## src/rtl/item_tag_pkg.sv

```systemverilog
// Shared types and constants for the checkout item-tag serial transmitter.
package item_tag_pkg;

    typedef enum logic [2:0] {
        IDLE   = 3'd0,
        START  = 3'd1,
        DATA   = 3'd2,
        MARK   = 3'd3,
        PARITY = 3'd4,
        STOP   = 3'd5
    } tx_state_e;

    localparam logic TX_IDLE = 1'b1;

    // Serial bits per frame: start, UPC bits, mark, parity, stop.
    function automatic int frame_bits(input int upc_w);
        return upc_w + 4;
    endfunction

endpackage

```

## src/rtl/item_tag_tx_bit_timer.sv

```systemverilog
// Per-bit cycle counter: counts 0..BIT_CYCLES-1 and flags the terminal count.
module bit_timer #(
    parameter int BIT_CYCLES = 4,
    localparam int CW = (BIT_CYCLES > 1) ? $clog2(BIT_CYCLES) : 1
) (
    input  logic          clk,
    input  logic          reset,
    input  logic          clear,
    output logic [CW-1:0] count,
    output logic          tc
);

    localparam logic [CW-1:0] CNT_ZERO = CW'(1'b0);
    localparam logic [CW-1:0] CNT_ONE  = CW'(1'b1);
    localparam logic [CW-1:0] CNT_LAST = CW'(BIT_CYCLES - 1);

    logic [CW-1:0] count_r;
    logic          tc_s;

    // Terminal count decode from the registered counter.
    always_comb begin
        tc_s = (count_r == CNT_LAST);
    end

    // Counter wraps at terminal count and is held at zero while cleared.
    always_ff @(posedge clk) begin
        if (reset) begin
            count_r <= CNT_ZERO;
        end else if (clear || tc_s) begin
            count_r <= CNT_ZERO;
        end else begin
            count_r <= count_r + CNT_ONE;
        end
    end

    assign count = count_r;
    assign tc    = tc_s;

endmodule

```

## src/rtl/item_tag_tx.sv

```systemverilog
// Item-tag serial transmitter: frames UPC + mark with even parity onto one wire.
module item_tag_tx
    import item_tag_pkg::*;
#(
    parameter int UPC_W      = 3,
    parameter int BIT_CYCLES = 4
) (
    input  logic             clk,
    input  logic             reset,
    input  logic             tag_valid,
    output logic             tag_ready,
    input  logic [UPC_W-1:0] tag_upc,
    input  logic             tag_mark,
    output logic             tx,
    output logic             busy,
    output logic             done
);

    localparam int FRAME_BITS = frame_bits(UPC_W);
    localparam int SHIFT_W    = FRAME_BITS - 2;
    localparam int CW         = (BIT_CYCLES > 1) ? $clog2(BIT_CYCLES) : 1;
    localparam int IW         = (UPC_W > 1) ? $clog2(UPC_W) : 1;

    localparam logic [IW-1:0]      IDX_ZERO   = IW'(1'b0);
    localparam logic [IW-1:0]      IDX_ONE    = IW'(1'b1);
    localparam logic [IW-1:0]      IDX_LAST   = IW'(UPC_W - 1);
    localparam logic [SHIFT_W-1:0] SHIFT_ZERO = SHIFT_W'(1'b0);
    // done is registered, so it is armed one cycle before the last stop cycle.
    localparam logic [CW-1:0]      DONE_AT    = (BIT_CYCLES > 1) ? CW'(BIT_CYCLES - 2) : CW'(1'b0);
    localparam logic               ONE_CYCLE  = (BIT_CYCLES == 1) ? 1'b1 : 1'b0;

    function automatic logic calc_parity(input logic [UPC_W-1:0] upc, input logic mark);
        return ^{upc, mark};
    endfunction

    tx_state_e          state_r;
    logic [SHIFT_W-1:0] shift_r;
    logic [IW-1:0]      idx_r;
    logic               tx_r;
    logic               done_r;
    logic               ready_r;
    logic               busy_r;

    logic               clear_s;
    logic [CW-1:0]      count_s;
    logic               tc_s;
    logic               done_set_s;
    logic [SHIFT_W-1:0] shift_next_s;

    bit_timer #(
        .BIT_CYCLES(BIT_CYCLES)
    ) u_bit_timer (
        .clk   (clk),
        .reset (reset),
        .clear (clear_s),
        .count (count_s),
        .tc    (tc_s)
    );

    // Timer clear, shifted data and the done-arming condition.
    always_comb begin
        clear_s      = (state_r == IDLE);
        shift_next_s = {shift_r[SHIFT_W-2:0], 1'b0};
        done_set_s   = 1'b0;
        if (ONE_CYCLE) begin
            done_set_s = (state_r == PARITY) && tc_s;
        end else begin
            done_set_s = (state_r == STOP) && (count_s == DONE_AT);
        end
    end

    // Frame FSM; tx always carries the bit of the state being entered.
    always_ff @(posedge clk) begin
        if (reset) begin
            state_r <= IDLE;
            shift_r <= SHIFT_ZERO;
            idx_r   <= IDX_ZERO;
            tx_r    <= TX_IDLE;
            done_r  <= 1'b0;
            ready_r <= 1'b1;
            busy_r  <= 1'b0;
        end else begin
            done_r <= done_set_s;
            case (state_r)
                IDLE: begin
                    if (tag_valid) begin
                        state_r <= START;
                        shift_r <= {tag_upc, tag_mark, calc_parity(tag_upc, tag_mark)};
                        idx_r   <= IDX_ZERO;
                        tx_r    <= 1'b0;
                        ready_r <= 1'b0;
                        busy_r  <= 1'b1;
                    end else begin
                        tx_r <= TX_IDLE;
                    end
                end
                START: begin
                    if (tc_s) begin
                        state_r <= DATA;
                        tx_r    <= shift_r[SHIFT_W-1];
                        shift_r <= shift_next_s;
                        idx_r   <= IDX_ZERO;
                    end
                end
                DATA: begin
                    if (tc_s) begin
                        tx_r    <= shift_r[SHIFT_W-1];
                        shift_r <= shift_next_s;
                        if (idx_r == IDX_LAST) begin
                            state_r <= MARK;
                            idx_r   <= IDX_ZERO;
                        end else begin
                            idx_r <= idx_r + IDX_ONE;
                        end
                    end
                end
                MARK: begin
                    if (tc_s) begin
                        state_r <= PARITY;
                        tx_r    <= shift_r[SHIFT_W-1];
                        shift_r <= shift_next_s;
                    end
                end
                PARITY: begin
                    if (tc_s) begin
                        state_r <= STOP;
                        tx_r    <= TX_IDLE;
                    end
                end
                STOP: begin
                    if (tc_s) begin
                        state_r <= IDLE;
                        tx_r    <= TX_IDLE;
                        ready_r <= 1'b1;
                        busy_r  <= 1'b0;
                    end
                end
                default: begin
                    state_r <= IDLE;
                    tx_r    <= TX_IDLE;
                    ready_r <= 1'b1;
                    busy_r  <= 1'b0;
                end
            endcase
        end
    end

    assign tag_ready = ready_r;
    assign busy      = busy_r;
    assign tx        = tx_r;
    assign done      = done_r;

endmodule

```

## config.mk

```make
export PLATFORM = sky130hd
export DESIGN_NAME = item_tag_tx
export DESIGN_NICKNAME = d
export VERILOG_FILES = /design/src/rtl/item_tag_pkg.sv /design/src/rtl/item_tag_tx_bit_timer.sv /design/src/rtl/item_tag_tx.sv
export SDC_FILE = /design/constraint.sdc
export NUM_CORES = 1
export LEC_CHECK = 0
export CORE_ASPECT_RATIO = 0.75
export CORE_UTILIZATION = 40
export DETAILED_ROUTE_END_ITERATION = 10
export DONT_BUFFER_PORTS = 1
export SLEW_MARGIN = 20
export SYNTH_ARGS = -nofsm -noshare
export SYNTH_HDL_FRONTEND = slang
export SYNTH_SLANG_ARGS = --single-unit
```

## constraint.sdc

```tcl
create_clock -name clk -period 2.1 [get_ports clk]
set_input_delay 0.315 -clock clk [delete_from_list [all_inputs] [get_ports clk]]
set_output_delay 0.315 -clock clk [all_outputs]
set_load 0.1 [all_outputs]
```

# [Word-level counts from Yosys, hierarchy flattened]
# Index checks and enable logic that the tools add are counted.
# Widths: inputs -> output; s select.
[classes] n_addsub=2 reduce_logical=15 n_eq_ne=17 bitwise=1 muxes=25
[op_table] op="$mux 3" n=7
[op_table] op="$pmux 3 s6" n=1
[op_table] op="$ne 2x1->1 const B" n=7
[op_table] op="$mux 5" n=2
[op_table] op="$pmux 5 s2" n=1
[op_table] op="$pmux 1 s3" n=3
[op_table] op="$mux 2" n=4
[op_table] op="$reduce_and 7->1" n=1
[op_table] op="$eq 2x2->1 const B" n=3
[op_table] op="$eq 3x2->1 const B" n=2
[op_table] op="$eq 3x3->1 const B" n=2
[op_table] op="$mux 1" n=6
[op_table] op="$pmux 2 s3" n=1
[op_table] op="$reduce_and 3->1" n=2
[op_table] op="$add 2x1->2 const B" n=2
[op_table] op="$ne 2x2->1 const B" n=2
[op_table] op="$reduce_and 4->1" n=1
[op_table] op="$reduce_or 2->1" n=2
[op_table] op="$reduce_or 4->1" n=1
[op_table] op="$reduce_xor 4->1" n=1
[op_table] op="$eq 3x1->1 const B" n=1
[op_table] op="$logic_not 3->1" n=1
[op_table] op="$reduce_bool 3->1" n=1
[op_table] op="$reduce_or 3->1" n=1
[op_table] op="5 further kinds" n=5
[totals] regBits=16 output_inout_bits=4

# [Depth between registers and ports, before layout]
# Gate-level depths: netlist of run 1.
[depth] ltp_word=4 mapped_depth=5 ltp_nobuf=4

# [Cells and area by module]
# A second synthesis of run 1 with hierarchy kept.
[unflattened] hier_cells=90 hier_area_um2=890.9
[by_module_without_submodules] mod="item_tag_tx" cells_per_inst=85 seq_area_each_um2=280.3 n_inst=1 area_each_um2=810.8
[by_module_without_submodules] mod="bit_timer" cells_per_inst=5 seq_area_each_um2=40.0 n_inst=1 area_each_um2=80.1

# [Least setup slack after synthesis of run 1]
# Ideal clock, no wire load.
[synth_path] kind="register to register" from="register u_bit_timer.count_r[0] (netlist: u_bit_timer.count[0])" to="register tx_r (netlist: tx)" n_path_buf=1 path_stages_with_launch=6 t_arrival_ns=1.377 path_slack_ns=0.603 required_ns=1.980 path_cell_list="dfxtp_1 -> ha_1 -> clkbuf_1 -> a21o_1 -> or2_2 -> o31a_1"
[synth_via] elab_chain_cells=3 elab_cells_between_ends=4 classes_between="3 x eq/ne; 1 x reduce/logical"
[synth_lines] item="start, declared" line="item_tag_tx_bit_timer.sv:17" rtl="logic [CW-1:0] count_r;"
[synth_lines] item="start signal, assigned" line="item_tag_tx_bit_timer.sv:32" rtl="count_r <= count_r + CNT_ONE;"
[synth_lines] item="$eq 2x2->1 *" line="item_tag_tx_bit_timer.sv:22" rtl="tc_s = (count_r == CNT_LAST);"
[synth_lines] item="$ne 2x1->1 (no source line)"
[synth_lines] item="$reduce_and 2->1 (no source line) *"
[synth_lines] item="end signal, assigned" line="item_tag_tx.sv:100" rtl="tx_r <= shift_r[SHIFT_W-1];"
[synth_lines] item="end signal, assigned" line="item_tag_tx.sv:107" rtl="tx_r <= shift_r[SHIFT_W-1];"
[synth_lines] item="end signal, assigned" line="item_tag_tx.sv:120" rtl="tx_r <= shift_r[SHIFT_W-1];"
[synth_lines] item="end, declared" line="item_tag_tx.sv:39" rtl="logic tx_r;"
# Mark *: on every way between the ends. The rest lies on a longest branch, timed or not.
# A chain may end at the register's enable or synchronous reset.

# [Final worst setup path of run 1]
[layout_path] from="register u_bit_timer.count_r[0] (netlist: u_bit_timer.count[0])" to="register shift_r[2]"
[layout_via] elab_chain_cells=3
[layout_lines] item="$eq 2x2->1" line="item_tag_tx_bit_timer.sv:22"
[layout_lines] item="$ne 2x1->1 (no source line)"
[layout_lines] item="$reduce_and 3->1 (no source line)"
[layout_lines] item="end signal, assigned" line="item_tag_tx.sv:88" rtl="shift_r <= {tag_upc, tag_mark, calc_parity(tag_upc, tag_mark)};"
[layout_lines] item="end signal, assigned" line="item_tag_tx.sv:101" rtl="shift_r <= shift_next_s;"
[layout_lines] item="end signal, assigned" line="item_tag_tx.sv:108" rtl="shift_r <= shift_next_s;"
[layout_lines] item="end, declared" line="item_tag_tx.sv:37" rtl="logic [SHIFT_W-1:0] shift_r;"
# No other way between the ends.

==> flow_metrics.py, run 1 <==
metrics = {
    "sta": {
        "setup_viol": 0,
        "skew_ns": 0.0008798,
        "finalCritPeriodShare": 0.7776,
        "rsz0062_at_grt": "no",
        "fmax_ghz": 0.6124,
        "finalHoldViolations": 0,
        "min_period_ns": 1.633,
        "maxSlewViolCount": 0,
        "slew_headroom": 0.5968,
        "max_slew.worst_pin.slew_ns": 0.6040,
        "setup_tns_ns": 0,
        "fin_ws_ns": 0.4671,
    },
    "grt": {
        "grt_pass1_wl_um": 2635,
        "grt_max_degree": 20,
        "grt_pass1_vias": 577,
        "grt_overflow_total": 0,
        "antenna_found_initial": 0,
        "track_usage": 0.1435,
    },
    "route": {
        "drt_wl_total_um": 1575,
        "post_drt_wl_per_cell_um": 13.94,
        "first_pass_iters": 4,
        "num_vias": 643,
        "drc": 0,
        "drt_iter0_markers": 8,
        "ant_nets": 0,
        "vias_per_cell": 5.690,
    },
    "critical_path": {
        "critPathMaxStageDelay_ns": 0.41,
        "end_kind": "flop",
        "crit_family": "adder cells",
        "startpoint_type": "flop",
        "critPathKind": "flop to flop",
        "cp_cell_sequence": "ha_1, nor2b_1, a21o_1, a211oi_1",
        "critPathBufInv": 0,
        "worstPathRequired_ns": 2.27,
        "slowest_stage": "ha_1",
        "crit_arrival_ns": 1.80,
        "crit_path_max_fanout": 12,
    },
    "synthesis": {
        "ys_types": 35,
        "synth_largest_area_cell": "dfxtp_1",
        "yosys.area.top_type_share": 0.3657,
        "synth.avg_cell_area_um2": 9.520,
        "syn_area_um2": 875.8,
        "syn-num-nets": 101,
        "synthTopCellsByArea": "dfxtp_1 37%, a211oi_1 6.9%, mux2i_1 5.7%",
        "yosysWarnings": 0,
        "yosysSeqAreaShare": 0.3657,
        "synth_cells": 92,
        "ys_seq_elements": 16,
    },
    "clock_tree": {
        "cts_setup_buffers": 0,
        "clk_pin_slew_ns": 0.09,
        "cts_max_path_buffers": 2,
        "cts-buffers-inserted": 3,
        "hold_buffers": 0,
        "ctsRootBufferMaster": "clkbuf_4",
        "post_cts_resized": 0,
        "tritoncts": "built",
        "clk_latency_ns": 0.28,
        "htreeDepth": 1,
        "numClockSinks": 16,
    },
    "layout": {
        "drive_gt1_frac": 0.1573,
        "insertedDiodeCount": 0,
        "nFillCells": 201,
        "final_net_count": 100,
        "area_growth_pct": 2.857,
    },
    "placed_design": {
        "io_buffers": 0,
        "pre_cts_ws_ns": 0.5289,
        "gp_congestion": 0.8273,
        "dp_hpwl_um": 1079,
    },
    "pwr": {
        "p_leak_nw": 0.3459,
        "power_density_mw_per_mm2": 754.0,
        "vdd_drop_max_uv": 462.1,
    },
    "floorplanning": {
        "io_pins": 11,
        "rows": 14,
        "start_util": 0.4310,
        "die_width_um": 56.03,
        "die_h_um": 42.53,
        "dieArea_mm2": 0.002383,
        "core_mm2": 0.002032,
    },
    "worst_hold_path": {
        "hold_class": "primary input to flop",
    },
    "status": {
        "status": "completed",
    },
    "job": {
        "drv_cap": 0,
    },
}
-- per-stage QoR --
stage | util | hold WS (ns) | total power, mW | instances | cell area, um2
3_5_place_dp | 0.4323 | 0.3884 | 0.5288 | 110 | 878.3
5_1_grt | 0.4434 | 0.07252 | 0.7158 | 113 | 900.9
4_1_cts | 0.4434 | 0.08011 | 0.6877 | 113 | 900.9
6_report | 0.4434 | 0.08945 | 0.6792 | 113 | 900.9
3_3_place_gp | 0.4323 | 0.3874 | 0.5263 | 110 | 878.3
2_1_floorplan | - | 0.4324 | 0.5169 | 92 | 875.8
-- Yosys cell counts --
library cell	count
or4b_4	1
nor2_1	3
a21o_1	3
buf_2	1
o31a_1	1
mux2i_1	5
a21oi_1	7
nor3_1	4
nor3b_1	2
o311ai_0	2
o21ba_2	1
o32ai_2	1
a31o_2	1
dfxtp_1	16
o221ai_1	1
nand4bb_1	1
nand4b_1	2
or2_2	1
and4_1	1
clkbuf_1	6
ha_1	2
nor4_1	2
xor2_1	1
nand4_1	1
or3b_2	1
buf_4	1
xnor2_1	3
nor4b_2	1
inv_1	2
a211oi_1	8
or2_1	1
nor2b_1	1
buf_6	2
nand2_1	3
o21bai_1	3
-- cell usage in the layout, fill, tap and decap left out, types with 3 or more instances in the layout --
cell type / count
dfxtp_1: 16
nor3_1: 4
nand2_1: 3
mux2i_1: 5
o21bai_1: 3
xnor2_1: 3
nor2_1: 3
a21oi_1: 7
a21o_1: 3
a211oi_1: 8
buf_4: 4
clkbuf_4: 3
-- worst register-to-register path, cell delays in order, from the launching register on --
cell and delay [ns]:
dfxtp_1 0.37, ha_1 0.41, nor2b_1 0.37, a21o_1 0.28
a211oi_1 0.10
-- cells by family after synthesis --
family,share of synthesized area
XOR/XNOR,0.04001
AND/OR/NAND/NOR,0.1943
buffers and inverters,0.07428
multiplexers,0.05715
flip-flops,0.3657
adder cells (fa/ha/maj),0.02857
AO/OA/AOI/OAI,0.2400
-- final timing paths --
kind	start	endpoint	slack, ns	depth (start not counted)
setup / recovery	u_bit_timer.count[0]	shift_r[2]	0.47	4
hold / removal	reset	state_r[2]	0.09	1
setup reg to reg	u_bit_timer.count[0]	shift_r[2]	0.47	4
hold reg to reg	u_bit_timer.count[0]	u_bit_timer.count[0]	0.47	1
-- final cells by class --
cell class                      count  area [um2]  area share
Multi-Input combinational cell     64       490.5      0.5444
Sequential cell                    16       320.3      0.3556
Timing Repair Buffer                4       30.03     0.03333
Tap cell                           24       30.03     0.03333
Clock buffer                        3       22.52     0.02500
Inverter                            2       7.507    0.008333
-- report_power, final --
| group | total, mW | switching [mW] | internal [mW] |
|---|---|---|---|
| clock | 0.157 | 0.0906 | 0.0665 |
| sequential | 0.351 | 0.0229 | 0.328 |
| combinational | 0.172 | 0.107 | 0.0644 |
| total | 0.679 | 0.221 | 0.459 |
-- state kept, by name, summed over array words and instances (netlist names) --
signal / flops
idx_r: 2
done: 1
busy: 1
shift_r: 5
state_r: 3
tag_ready: 1
tx: 1
u_bit_timer.count: 2
-- metal layers --
layer  part of all wire  wire (um)  track usage
met1               0.55        872       0.2045
met2               0.39        616       0.1929
met3              0.042         66      0.06173
met4              0.012         19      0.04390
met5                  0          0            0
Power figures use the tool's default switching activity.
==> inputs of run 2 (changes only) <==
--- a/config.mk
+++ b/config.mk
@@ -5,6 +5,7 @@
 export SDC_FILE = /design/constraint.sdc
 export NUM_CORES = 1
 export LEC_CHECK = 0
+export ABC_AREA = 1
 export CORE_ASPECT_RATIO = 0.75
 export CORE_UTILIZATION = 40
 export DETAILED_ROUTE_END_ITERATION = 10
==> constraint.sdc (replaced) <==
create_clock -name clk -period 1.7 [get_ports clk]
set_input_delay 0.255 -clock clk [delete_from_list [all_inputs] [get_ports clk]]
set_output_delay 0.255 -clock clk [all_outputs]
set_load 0.1 [all_outputs]
==> flow_metrics.py, run 2 <==
metrics = {
    "sta": {
        "setup_tns_ns": 0,
        "setup_viol": 0,
        "rsz0062_at_grt": "no",
        "fmax_ghz": 0.6860,
        "maxSlewViolCount": 0,
        "min_period_ns": 1.458,
        "slew_headroom": 0.7237,
        "finalCritPeriodShare": 0.8575,
        "skew_ns": 0.006453,
        "max_slew.worst_pin.slew_ns": 0.4101,
        "holdWs_ns": 0.03146,
        "fin_ws_ns": 0.2423,
        "finalHoldViolations": 0,
    },
    "critical_path": {
        "worstPathRequired_ns": 1.92,
        "critPathBufInv": 1,
        "cp_cell_sequence": "inv_2, nand3_4, nand2_1, nor2_2, nand2_1, a21oi_1",
        "critPathMaxStageDelay_ns": 0.53,
        "startpoint_type": "flop",
        "crit_path_max_fanout": 13,
        "crit_family": "flip-flops",
        "crit_arrival_ns": 1.68,
        "critPathKind": "flop to flop",
        "slowest_stage": "dfxtp_1",
        "path_common_cell": "nand2_1",
        "end_kind": "flop",
    },
    "grt": {
        "grt_pass1_vias": 767,
        "grt_pass1_wl_um": 3305,
        "antenna_found_initial": 0,
        "grt_overflow_total": 0,
        "track_usage": 0.1687,
        "grt_max_degree": 14,
    },
    "status": {
        "status": "completed",
    },
    "route": {
        "post_drt_wl_per_cell_um": 10.14,
        "dr.max_layer_used": "met4",
        "first_pass_iters": 5,
        "drc": 0,
        "ant_nets": 0,
        "num_vias": 895,
        "drt_wl_total_um": 1968,
        "wl_met3_um": 132,
        "wl_met1_um": 1043,
        "drt_iter0_markers": 44,
        "vias_per_cell": 4.613,
        "routed-wl-met2_um": 778,
    },
    "layout": {
        "final_net_count": 171,
        "final_cell_mix": "52 x nand2_1, 25 x nor2_1, 18 x inv_1",
        "largest_reg_flops": 5,
        "fin_util": 0.4531,
        "area_growth_pct": 5.822,
        "fin_cells": 194,
        "fin_area_mm2": 0.001046,
        "top_regs": "shift_r: 5 flops, state_r: 3 flops",
        "final_common_cell": "nand2_1",
        "drive_gt1_frac": 0.1063,
        "top_register": "shift_r",
        "insertedDiodeCount": 0,
    },
    "synthesis": {
        "ys_seq_elements": 16,
        "yosys.area.top_type_share": 0.3241,
        "yosysMostFrequentCell": "nand2_1",
        "synth_flop_cell": "dfxtp_1",
        "synth_cells": 157,
        "yosysSeqAreaShare": 0.3241,
        "ys_types": 18,
        "syn_area_um2": 988.4,
        "synth_edf_count": 0,
        "syn-num-nets": 166,
        "async_reset_ff_frac": 0,
        "synth.avg_cell_area_um2": 6.296,
        "synth_largest_area_cell": "dfxtp_1",
        "yosysWarnings": 0,
        "synthTopCellsByArea": "dfxtp_1 32%, nand2_1 20%, nor2_1 9.5%",
        "netlist_top_cells_count": "52 x nand2_1, 25 x nor2_1, 18 x inv_1",
    },
    "clock_tree": {
        "htreeDepth": 1,
        "post_cts_resized": 0,
        "cts-buffers-inserted": 3,
        "hold_buffers": 0,
        "ctsRootBufferMaster": "clkbuf_4",
        "clk_pin_slew_ns": 0.09,
        "numClockSinks": 16,
        "cts_max_path_buffers": 2,
        "clk_latency_ns": 0.28,
        "cts_setup_buffers": 0,
        "tritoncts": "built",
    },
    "floorplanning": {
        "rows": 15,
        "die_h_um": 45.05,
        "dieArea_mm2": 0.002676,
        "die_width_um": 59.40,
        "core_mm2": 0.002308,
        "io_pins": 11,
        "start_util": 0.4282,
    },
    "placed_design": {
        "dp_hpwl_um": 1521,
        "io_buffers": 0,
        "gp_congestion": 0.8137,
        "place_area_mm2": 0.001023,
        "dp.cells": 191,
        "pre_cts_ws_ns": 0.2887,
    },
    "worst_hold_path": {
        "hold_class": "primary input to flop",
    },
    "pwr": {
        "p_leak_nw": 0.5497,
        "vdd_drop_max_uv": 788.6,
        "power_density_mw_per_mm2": 2261,
        "finalPower_mw": 2.365,
    },
    "job": {
        "drv_cap": 0,
    },
}
-- run 2: logic make-up (layout without fill, tap and decap cells) --
kind of cell / after synthesis / count (layout) / share of synthesized area
AO/OA/AOI/OAI: 13 / 13 / 0.07214
adder cells (fa/ha/maj): 2 / 2 / 0.02531
buffers and inverters: 24 / 27 / 0.1139
flip-flops: 16 / 16 / 0.3241
AND/OR/NAND/NOR: 102 / 102 / 0.4646
-- run 2: per-layer routing --
metal / GRT usage / up-vias
li1: - / 498
met1: 0.2407 / 372
met2: 0.2382 / 23
met3: 0.06304 / 2
met4: 0.04286 / 0
met5: 0 / -
-- run 2: worst reg2reg max path, stage by stage (launching register included) --
cell	delay (ns)
dfxtp_1	0.53
inv_2	0.21
nand3_4	0.16
nand2_1	0.07
nor2_2	0.20
nand2_1	0.10
a21oi_1	0.12
-- run 2: final timing paths --
check,slack [ns],endpoint,startpoint,depth (start not counted)
hold reg to reg,0.46,shift_r[1],shift_r[1],2
setup / recovery,0.24,shift_r[1],state_r[2],6
setup reg to reg,0.24,shift_r[1],state_r[2],6
hold / removal,0.03,shift_r[1],reset,1
-- run 2: where the power goes --
group	switching [mW]	internal, mW	leakage [nW]
combinational	1.05	0.442	0.404
sequential	0.142	0.540	0.132
clock	0.113	0.0822	0.0138
-- run 2: area by class of cell --
type                    count  area, um2
fillers                   253       1262
multi-input cells         117      555.5
flip-flops and latches     16      320.3
inverters                  20      75.07
well taps                  34      42.54
repair buffers              4      30.03
clock buffers               3      22.52
